<file path="config.mk">
export PLATFORM = sky130hd
export DESIGN_NAME = branch_resolve_unit
export DESIGN_NICKNAME = d
export VERILOG_FILES = /design/src/rtl/branch_resolve_unit.sv
export SDC_FILE = /design/constraint.sdc
export NUM_CORES = 1
export LEC_CHECK = 0
export ABC_AREA = 1
export ABC_CLOCK_PERIOD_IN_PS = 4100
export BUFFER_PORTS_ARGS = -buffer_cell sky130_fd_sc_hd__buf_2
export CORE_MARGIN = 5
export CORE_UTILIZATION = 54
export DETAILED_ROUTE_END_ITERATION = 10
export MAX_ROUTING_LAYER = met4
export PLACE_DENSITY = 0.79
export SYNTH_ARGS = -nofsm -noshare
export SYNTH_HDL_FRONTEND = slang
export SYNTH_SLANG_ARGS = --single-unit
export TNS_END_PERCENT = 50
</file>
<file path="constraint.sdc">
create_clock -name i_clk -period 4.1 [get_ports i_clk]
set_input_delay 1.025 -clock i_clk [delete_from_list [all_inputs] [get_ports i_clk]]
set_output_delay 1.025 -clock i_clk [all_outputs]
set_load 0.005 [all_outputs]
</file>
<file path="src/rtl/branch_resolve_unit.sv">
// rtl/branch_resolve_unit.sv - carries fetch predictions to EX, resolves them, flushes and trains the predictor
module branch_resolve_unit #(
    parameter int CNT_W = 32
) (
    input  logic             i_clk,
    input  logic             i_rst,
    input  logic             i_IF_valid,
    input  logic [31:0]      i_IF_pc,
    input  logic [31:0]      i_IF_pred_pc,
    input  logic             i_IF_pred_taken,
    input  logic             i_stall,
    input  logic [31:0]      i_EX_inst,
    input  logic             i_EX_brc_taken,
    input  logic [31:0]      i_alu_data,
    output logic             o_flush,
    output logic [31:0]      o_redirect_pc,
    output logic             o_upd_valid,
    output logic [31:0]      o_upd_pc,
    output logic [31:0]      o_upd_target,
    output logic             o_upd_taken,
    output logic             o_upd_inval,
    output logic [CNT_W-1:0] o_br_cnt,
    output logic [CNT_W-1:0] o_mis_cnt
);

    localparam logic [4:0]       OP_BRANCH = 5'b11000;
    localparam logic [4:0]       OP_JAL    = 5'b11011;
    localparam logic [4:0]       OP_JALR   = 5'b11001;
    localparam logic [CNT_W-1:0] CNT_MAX   = '1;
    localparam logic [CNT_W-1:0] CNT_ONE   = CNT_W'(1);

    logic        d_valid_q, d_valid_d, d_pred_taken_q, d_pred_taken_d;
    logic [31:0] d_pc_q, d_pc_d, d_pred_pc_q, d_pred_pc_d;
    logic        e_valid_q, e_valid_d, e_pred_taken_q, e_pred_taken_d;
    logic [31:0] e_pc_q, e_pc_d, e_pred_pc_q, e_pred_pc_d;

    logic             upd_valid_q, upd_valid_d, upd_inval_q, upd_inval_d;
    logic             upd_taken_q, upd_taken_d;
    logic [31:0]      upd_pc_q, upd_pc_d, upd_target_q, upd_target_d;
    logic [CNT_W-1:0] br_cnt_q, br_cnt_d, mis_cnt_q, mis_cnt_d;

    logic        is_branch, is_jal, is_jalr, is_cf, actual_taken, mispredict, flush;
    logic [31:0] resolved_target, seq_pc, actual_next;

    logic unused_bits;
    assign unused_bits = ^{i_EX_inst[31:7], i_EX_inst[1:0], i_alu_data[1:0]};

    always_comb begin
        is_branch       = (i_EX_inst[6:2] == OP_BRANCH);
        is_jal          = (i_EX_inst[6:2] == OP_JAL);
        is_jalr         = (i_EX_inst[6:2] == OP_JALR);
        is_cf           = is_branch | is_jal | is_jalr;
        actual_taken    = is_jal | is_jalr | (is_branch & i_EX_brc_taken);
        resolved_target = {i_alu_data[31:2], 2'b00};
        seq_pc          = e_pc_q + 32'd4;
        actual_next     = actual_taken ? resolved_target : seq_pc;
        // A non-control-flow instruction only mispredicts when the BTB falsely hit on it.
        mispredict      = is_cf ? (actual_next != e_pred_pc_q) : e_pred_taken_q;
        // Reset masks the flush so a squash in progress is discarded cleanly.
        flush           = e_valid_q & mispredict & ~i_rst;
    end

    always_comb begin
        d_valid_d      = d_valid_q;
        d_pc_d         = d_pc_q;
        d_pred_pc_d    = d_pred_pc_q;
        d_pred_taken_d = d_pred_taken_q;
        e_valid_d      = 1'b0;
        e_pc_d         = e_pc_q;
        e_pred_pc_d    = e_pred_pc_q;
        e_pred_taken_d = e_pred_taken_q;
        if (flush) begin
            d_valid_d = 1'b0;
        end else if (!i_stall) begin
            d_valid_d      = i_IF_valid;
            d_pc_d         = i_IF_pc;
            d_pred_pc_d    = i_IF_pred_pc;
            d_pred_taken_d = i_IF_pred_taken;
            e_valid_d      = d_valid_q;
            e_pc_d         = d_pc_q;
            e_pred_pc_d    = d_pred_pc_q;
            e_pred_taken_d = d_pred_taken_q;
        end

        upd_valid_d  = e_valid_q & is_cf;
        upd_inval_d  = e_valid_q & ~is_cf & e_pred_taken_q;
        upd_pc_d     = (upd_valid_d | upd_inval_d) ? e_pc_q : upd_pc_q;
        upd_target_d = upd_valid_d ? resolved_target : upd_target_q;
        upd_taken_d  = upd_valid_d ? actual_taken : upd_taken_q;

        br_cnt_d  = (upd_valid_d && br_cnt_q != CNT_MAX) ? br_cnt_q + CNT_ONE : br_cnt_q;
        mis_cnt_d = (flush && mis_cnt_q != CNT_MAX) ? mis_cnt_q + CNT_ONE : mis_cnt_q;
    end

    always_ff @(posedge i_clk) begin
        if (i_rst) begin
            d_valid_q      <= 1'b0;
            d_pc_q         <= '0;
            d_pred_pc_q    <= '0;
            d_pred_taken_q <= 1'b0;
            e_valid_q      <= 1'b0;
            e_pc_q         <= '0;
            e_pred_pc_q    <= '0;
            e_pred_taken_q <= 1'b0;
            upd_valid_q    <= 1'b0;
            upd_inval_q    <= 1'b0;
            upd_pc_q       <= '0;
            upd_target_q   <= '0;
            upd_taken_q    <= 1'b0;
            br_cnt_q       <= '0;
            mis_cnt_q      <= '0;
        end else begin
            d_valid_q      <= d_valid_d;
            d_pc_q         <= d_pc_d;
            d_pred_pc_q    <= d_pred_pc_d;
            d_pred_taken_q <= d_pred_taken_d;
            e_valid_q      <= e_valid_d;
            e_pc_q         <= e_pc_d;
            e_pred_pc_q    <= e_pred_pc_d;
            e_pred_taken_q <= e_pred_taken_d;
            upd_valid_q    <= upd_valid_d;
            upd_inval_q    <= upd_inval_d;
            upd_pc_q       <= upd_pc_d;
            upd_target_q   <= upd_target_d;
            upd_taken_q    <= upd_taken_d;
            br_cnt_q       <= br_cnt_d;
            mis_cnt_q      <= mis_cnt_d;
        end
    end

    assign o_flush       = flush;
    assign o_redirect_pc = flush ? actual_next : 32'd0;
    assign o_upd_valid   = upd_valid_q;
    assign o_upd_inval   = upd_inval_q;
    assign o_upd_pc      = upd_pc_q;
    assign o_upd_target  = upd_target_q;
    assign o_upd_taken   = upd_taken_q;
    assign o_br_cnt      = br_cnt_q;
    assign o_mis_cnt     = mis_cnt_q;

endmodule

</file>
==> flow_metrics.py, run 1 <==
metrics = {
    "synth": {
        "synth_simple_gate_area_share_pct": 34.8,
        "yosys.area_share.adder_pct": 0.304,
        "synthCells": 1863,
        "avgSynthCellArea_um2": 6.63,
        "synthDistinctLibCells": 37,
        "ys_seq_area_share_pct": 42.3,
        "synth-edff-count": 0,
        "synthMuxAreaShare_pct": 0,
        "synth_compound_area_share_pct": 12.7,
        "synth_xor_area_share_pct": 2.41,
        "synthFlopType": "dfxtp_1",
        "synth_seq_cells": 261,
        "synth-async-reset-ratio_pct": 0,
        "synth_top_family_by_area": "simple AND/OR/NAND/NOR gates",
        "synth_warnings": 0,
        "syn_area_mm2": 0.0123,
    },
    "pwr": {
        "total_power_mw": 6.01,
        "p_leak_nw": 6.98,
        "swShare_pct": 24.8,
        "intPower_mw": 4.52,
        "power.share.sequential_pct": 45.3,
        "p_per_area_mw_per_mm2": 385,
        "peakVddDrop_uv": 437,
        "p_switching_mw": 1.49,
        "p_comb_share_pct": 9.8,
        "clkPwrFrac_pct": 44.9,
    },
    "critical_path": {
        "r2r_end": "o_mis_cnt[2]",
        "worstPathMaxFanout": 5,
        "arrival_ns": 3.25,
        "required_ns": 3.07,
        "worst_setup_path_end_kind": "output port",
        "worst_setup_path_start_kind": "input port",
        "startpoint": "i_EX_inst[3]",
        "r2r_start": "e_pc_q[2]",
        "r2r_cells": 21,
        "r2r_slack_ns": 0.46,
        "crit_type": "in2out",
        "crit_end": "o_redirect_pc[27]",
    },
    "clocking": {
        "clockRootBuffer": "clkbuf_16",
        "clock_sinks": 261,
        "cts_buffer_depth": 3,
        "clk_latency_ns": 0.54,
        "htree_levels": 1,
        "cts_tree": "built",
        "cts_buffers": 28,
        "clkTransAtPathRegs_ns": 0.06,
    },
    "route": {
        "drt_wl_total_mm": 40.0,
        "vias_per_cell": 5.32,
        "drc": 0,
        "drt_iter0_drc": 1138,
        "ant_nets": 0,
        "drt-wirelength-per-cell_um": 16.2,
        "drt_pass1_iterations": 5,
        "vias": 13100,
    },
    "status": {
        "violations": "setup timing",
        "status": "finished with violations",
    },
    "floorplan": {
        "ios": 298,
        "die_area_mm2": 0.0260,
        "chipWidth_um": 161,
        "start_util_pct": 54.7,
        "die_h_um": 161,
        "design.core.area_mm2": 0.0226,
        "row_count": 55,
    },
    "timing": {
        "finalCriticalPeriod_ns": 4.27,
        "clock_skew_ns": 0.0101,
        "tightest_slew_ns": 1.09,
        "grt_setup_unrepaired": "true",
        "setup_tns_ns": -4.09,
        "fmax_mhz": 234,
        "setup_viol": 33,
        "worst_slack_ns": -0.174,
        "hold_ws_ns": 0.452,
        "finalHoldViolations": 0,
        "maxSlewViolCount": 0,
        "slew-limit-headroom_pct": 27.0,
        "post-route-period-util_pct": 104,
    },
    "finish": {
        "final_nets": 2296,
        "synthToLayoutAreaGrowth_pct": 26.4,
        "drive_gt1_share_pct": 21.3,
        "layout_commonest_cell": "nor2_1",
        "fin_area_mm2": 0.0156,
        "nFillCells": 1974,
        "postLayoutCoreUtil_pct": 69.1,
        "layout_common_cells": "468 x nor2_1, 343 x nand2_1, 267 x buf_2, 258 x dfxtp_1, 172 x o21ai_0",
    },
    "min_path": {
        "hp-class": "reg2reg",
        "worstHoldStart": "d_valid_q",
    },
    "place": {
        "hpwlAfterDp_mm": 30.0,
        "postPlaceCellArea_mm2": 0.0143,
        "numPortBuffers": 266,
        "place.gp.congestion": 0.987,
    },
    "grt": {
        "grt_first_pass_wirelength_mm": 62.6,
        "grt_max_degree": 220,
        "first_global_vias": 12100,
        "antenna_found_initial": 1,
        "grt_overflow_total": 0,
        "grt_util_all_layers_pct": 30.2,
    },
    "flow_run": {
        "max-cap-violations": 0,
    },
}
cells in the mapped netlist (2+ instances only):
cell | n | share of area, %
o21ai_0 | 174 | 7.1
clkinv_1 | 6 | 0.18
o211ai_1 | 2 | 0.12
buf_2 | 15 | 0.61
nor2_1 | 475 | 14
clkbuf_2 | 2 | 0.081
nand4_1 | 22 | 1.1
inv_1 | 129 | 3.9
nor3_1 | 36 | 1.5
nand2_1 | 351 | 11
nor2_4 | 4 | 0.36
clkbuf_1 | 49 | 1.5
and2_1 | 5 | 0.25
nor4_1 | 10 | 0.51
dfxtp_1 | 261 | 42
buf_1 | 4 | 0.12
nor2_2 | 7 | 0.35
buf_4 | 15 | 0.91
a211oi_1 | 2 | 0.12
or2_2 | 13 | 0.66
nor3b_1 | 3 | 0.18
nand3_1 | 81 | 3.3
ha_1 | 3 | 0.30
nand3b_1 | 15 | 0.91
o21ai_1 | 46 | 1.9
a21oi_1 | 84 | 3.4
xor2_1 | 26 | 1.8
xnor2_1 | 8 | 0.57
nand2_2 | 3 | 0.15
or2_1 | 5 | 0.25
sequential cells by signal (all words and copies together), names as in the netlist:
register        count
d_pc_q             32
d_pred_pc_q        32
d_pred_taken_q      1
d_valid_q           1
e_pc_q             32
e_pred_pc_q        32
e_pred_taken_q      1
e_valid_q           1
o_br_cnt           32
o_mis_cnt          32
o_upd_inval         1
o_upd_pc           32
o_upd_taken         1
o_upd_target       30
o_upd_valid         1
repair_timing:
action / in CTS / in global routing
resized for setup: 38 / 16
gates cloned: 3 / 0
hold buffers: 0 / 0
setup endpoints to repair: 33 / 33
pin swaps: 1 / 0
setup buffers: 9 / 1
how the worst min path moves through the flow:
stage | endpoint | slack, ns | depth (start not counted)
after CTS | e_valid_q | 0.46 | 2
after global placement | e_valid_q | 0.44 | 2
after detailed placement | e_valid_q | 0.44 | 2
after floorplan | e_valid_q | 0.42 | 2
after global routing | e_valid_q | 0.47 | 2
final | e_valid_q | 0.45 | 2
cell type report:
| class | count | area, um2 | area share [%] |
|---|---|---|---|
| Multi-Input combinational cell | 1382 | 6380 | 40.9 |
| Inverter | 136 | 515 | 3.30 |
| Clock buffer | 34 | 764 | 4.90 |
| Tap cell | 285 | 357 | 2.28 |
| Antenna cell | 1 | 2.50 | 0.0160 |
| Clock inverter | 18 | 228 | 1.46 |
| Timing Repair Buffer | 350 | 2130 | 13.7 |
| Sequential cell | 261 | 5230 | 33.5 |
critical path, stage by stage:
cell	delay (ns)
buf_2	0.10
inv_1	0.06
nor2_2	0.05
nor2_4	0.21
buf_4	0.15
buf_4	0.13
nand3_1	0.10
and2_1	0.20
nor2_1	0.10
nor2_1	0.05
nand2_1	0.07
nor2_1	0.04
nand3_1	0.12
nor2_2	0.06
nand3_2	0.10
nand3_4	0.14
a21oi_1	0.36
buf_2	0.19
layer usage:
layer  up-vias  wire (um)  GRT usage [%]  share of wire (%)
met5         -          0              -                  0
met4         0       1500           9.42                3.7
met3        94       3100           3.34                7.7
met2       500      18500           50.0                 46
met1      5950      16900           39.2                 42
li1       6571          -              -                  -
metrics by stage:
stage	std cells	setup slack, ns
2_1_floorplan	1864	0.226
3_3_place_gp	2401	-0.127
3_5_place_dp	2401	-0.173
4_1_cts	2465	-0.0811
5_1_grt	2467	-0.317
6_report	2467	-0.174
power groups by stage:
| stage | clock network (mW) | logic [mW] | registers (mW) |
|---|---|---|---|
| after floorplan | 0 | 0.328 | 2.74 |
| after global placement | 0 | 0.540 | 2.77 |
| after detailed placement | 0 | 0.549 | 2.77 |
| after CTS | 2.74 | 0.578 | 2.72 |
| after global routing | 2.83 | 0.657 | 2.73 |
| final | 2.70 | 0.590 | 2.72 |
kinds of logic after synthesis:
| kind of cell | count (synthesis) |
|---|---|
| AO/OA/AOI/OAI | 311 |
| XOR/XNOR | 34 |
| adder cells (fa/ha/maj) | 3 |
| buffers and inverters | 221 |
| flip-flops | 261 |
| other | 1 |
| AND/OR/NAND/NOR | 1032 |
Power figures use the tool's default switching activity.
==> inputs of run 2 (changes only) <==
Settings changed: ABC_CLOCK_PERIOD_IN_PS 4100 to 4700.
Clock period 4.1 ns to 4.7 ns, I/O delays scaled along.
==> run 2 against run 1 <==
Compared with the run above: the run now ends clean; critical endpoint is now o_flush; utilization is 2.1 points lower; global-route usage is 0.66 points lower; largest cell class unchanged; critical path type unchanged; sequential power is 13% lower.
==> flow_metrics.py, run 2 (synthesized netlist as in run 1, its figures left out) <==
metrics = {
    "finish": {
        "layout_common_cells": "473 x nor2_1, 350 x nand2_1, 266 x buf_2, 261 x dfxtp_1, 172 x o21ai_0",
        "area.sequential_mm2": 0.00523,
        "final_nets": 2262,
        "drive_gt1_share_pct": 18.8,
        "multi_input_area_mm2": 0.00626,
        "layout_commonest_cell": "nor2_1",
        "synthToLayoutAreaGrowth_pct": 22.6,
        "postLayoutCoreUtil_pct": 67.1,
        "nFillCells": 2066,
        "fin_area_mm2": 0.0151,
    },
    "clocking": {
        "cts_buffer_depth": 3,
        "clkTransAtPathRegs_ns": 0.06,
        "clock_sinks": 261,
        "clk_latency_ns": 0.54,
        "htree_levels": 1,
        "cts_buffers": 28,
        "clockRootBuffer": "clkbuf_16",
        "cts_tree": "built",
        "hold_buffers": 0,
    },
    "critical_path": {
        "worst_setup_path_end_kind": "output port",
        "crit_family": "simple AND/OR/NAND/NOR gates",
        "r2r_end": "o_mis_cnt[7]",
        "critPathMostFrequentCell": "nand2_1",
        "worst_setup_path_start_kind": "input port",
        "cp.buffers_inverters": 7,
        "crit_type": "in2out",
        "cp_cell_sequence": "buf_2, clkinv_1, nand3_2, nor2_4, nand2_4, buf_4, buf_4, nand3_1, nand2_1, nand2_1, nand2_1, nor2_1, nand2_1, nor2_2, nand3_2, nand3_4, buf_12, inv_1, buf_2",
        "critPathMaxStageDelay_ns": 0.20,
        "worstPathMaxFanout": 12,
        "r2r_start": "e_pc_q[3]",
        "arrival_ns": 3.35,
        "critPathSlowestCell": "buf_4",
        "r2r_cells": 19,
        "required_ns": 3.52,
        "critical_path_depth": 19,
        "r2r_slack_ns": 0.87,
    },
    "floorplan": {
        "chipWidth_um": 161,
        "ios": 298,
        "row_count": 55,
        "die_h_um": 161,
        "start_util_pct": 54.7,
        "design.core.area_mm2": 0.0226,
        "die_area_mm2": 0.0260,
    },
    "pwr": {
        "peakVddDrop_uv": 274,
        "clkPwrFrac_pct": 44.6,
        "p_comb_share_pct": 9.0,
        "p_switching_mw": 1.25,
        "intPower_mw": 3.86,
        "power.share.sequential_pct": 46.4,
        "p_leak_nw": 6.71,
        "p_per_area_mw_per_mm2": 338,
        "swShare_pct": 24.5,
    },
    "timing": {
        "finalCriticalPeriod_ns": 4.52,
        "slew-limit-headroom_pct": 25.0,
        "setup_tns_ns": 0,
        "maxSlewViolCount": 0,
        "tightest_slew_ns": 1.12,
        "fmax_mhz": 221,
        "grt_setup_unrepaired": "false",
        "post-route-period-util_pct": 96.2,
        "finalHoldViolations": 0,
        "setup_viol": 0,
        "clock_skew_ns": 0.0105,
    },
    "route": {
        "drt_wl_total_mm": 38.7,
        "ant_nets": 0,
        "drt-wirelength-per-cell_um": 15.9,
        "drt_iter0_drc": 1023,
        "drt_pass1_iterations": 5,
        "vias": 12800,
        "drc": 0,
        "vias_per_cell": 5.27,
    },
    "grt": {
        "grt_first_pass_wirelength_mm": 61.0,
        "grt_max_degree": 129,
        "first_global_vias": 11900,
        "grt_util_all_layers_pct": 29.6,
        "grt_overflow_total": 0,
        "antenna_found_initial": 3,
    },
    "min_path": {
        "hold_depth": 2,
        "worstHoldStart": "o_upd_taken",
        "hold_end": "o_upd_taken",
        "hp-class": "reg2reg",
    },
    "place": {
        "postPlaceCellArea_mm2": 0.0141,
        "numPortBuffers": 266,
        "hpwlAfterDp_mm": 29.6,
        "place.gp.congestion": 0.947,
    },
    "flow_run": {
        "max-cap-violations": 0,
    },
    "status": {
        "status": "complete, no violations",
    },
}
-- run 2: cell count changes in the layout (fill, tap and decap cells not counted), sizes merged --
cell / before / now
buf: 350 / 315
clkbuf: 34 / 38
bufinv: 5 / 3
clkinv: 17 / 15
diode: 1 / 3
clkinvlp: 2 / 3
-- run 2: what timing repair did --
action | 4_1_cts | 5_1_grt
setup buffers | 0 | 1
resized for setup | 0 | 12
setup endpoints to repair | 0 | 33
-- run 2: stage by stage --
stage                     hold slack, ns  setup WS, ns  power (mW)  instances
after floorplan                    0.422         0.526        2.68       1864
after global placement             0.436         0.131        2.86       2378
after detailed placement           0.442        0.0954        2.87       2378
after CTS                          0.450        0.0842        5.14       2430
after global routing               0.489        0.0204        5.32       2435
final                              0.468         0.178        5.12       2435
-- run 2: per-layer routing --
layer | vias to the layer above | routed length, um | track usage, %
met2 | 445 | 17600 | 47.5
met4 | 0 | 1390 | 9.77
met5 | - | 0 | -
met3 | 78 | 2570 | 3.85
li1 | 6510 | - | -
met1 | 5799 | 17100 | 38.9
-- run 2: layout make-up --
| cell class | count | area share [%] |
|---|---|---|
| tap | 285 | 2.36 |
| sequential | 261 | 34.5 |
| inverter | 136 | 3.42 |
| multi-input combinational | 1382 | 41.3 |
| timing repair buffer | 316 | 11.9 |
| clock inverter | 15 | 1.10 |
| antenna | 3 | 0.0496 |
| clock buffer | 37 | 5.39 |
-- run 2: worst max-delay path by stage --
stage | from | endpoint
finish | i_EX_inst[4] | o_flush
global placement | i_EX_inst[2] | o_flush
detailed placement | i_EX_inst[2] | o_flush
global route | i_EX_inst[2] | o_flush
CTS | i_EX_inst[2] | o_flush
floorplan | i_EX_inst[4] | o_redirect_pc[10]
-- run 2: power groups by stage --
stage	Sequential [mW]	Combinational [mW]	Clock, mW
finish	2.37	0.462	2.28
floorplan	2.39	0.286	0
global route	2.38	0.524	2.42
detailed placement	2.42	0.454	0
global placement	2.42	0.448	0
CTS	2.37	0.457	2.31
-- run 2: worst reg2reg max path, stage by stage (launching register included) --
cell and delay (ns):
dfxtp_1 0.48, ha_4 0.22, inv_1 0.08, nor2_4 0.16
nand2_2 0.14, o21ai_1 0.14, nand3_1 0.23, nand2_1 0.16
nand2_1 0.06, nand2_1 0.09, nor2_1 0.05, nand3_1 0.11
nor2_2 0.05, nand3_2 0.08, nand3_4 0.15, clkbuf_16 0.22
buf_4 0.15, nor2_2 0.84, nand2_1 0.16, a21oi_1 0.17
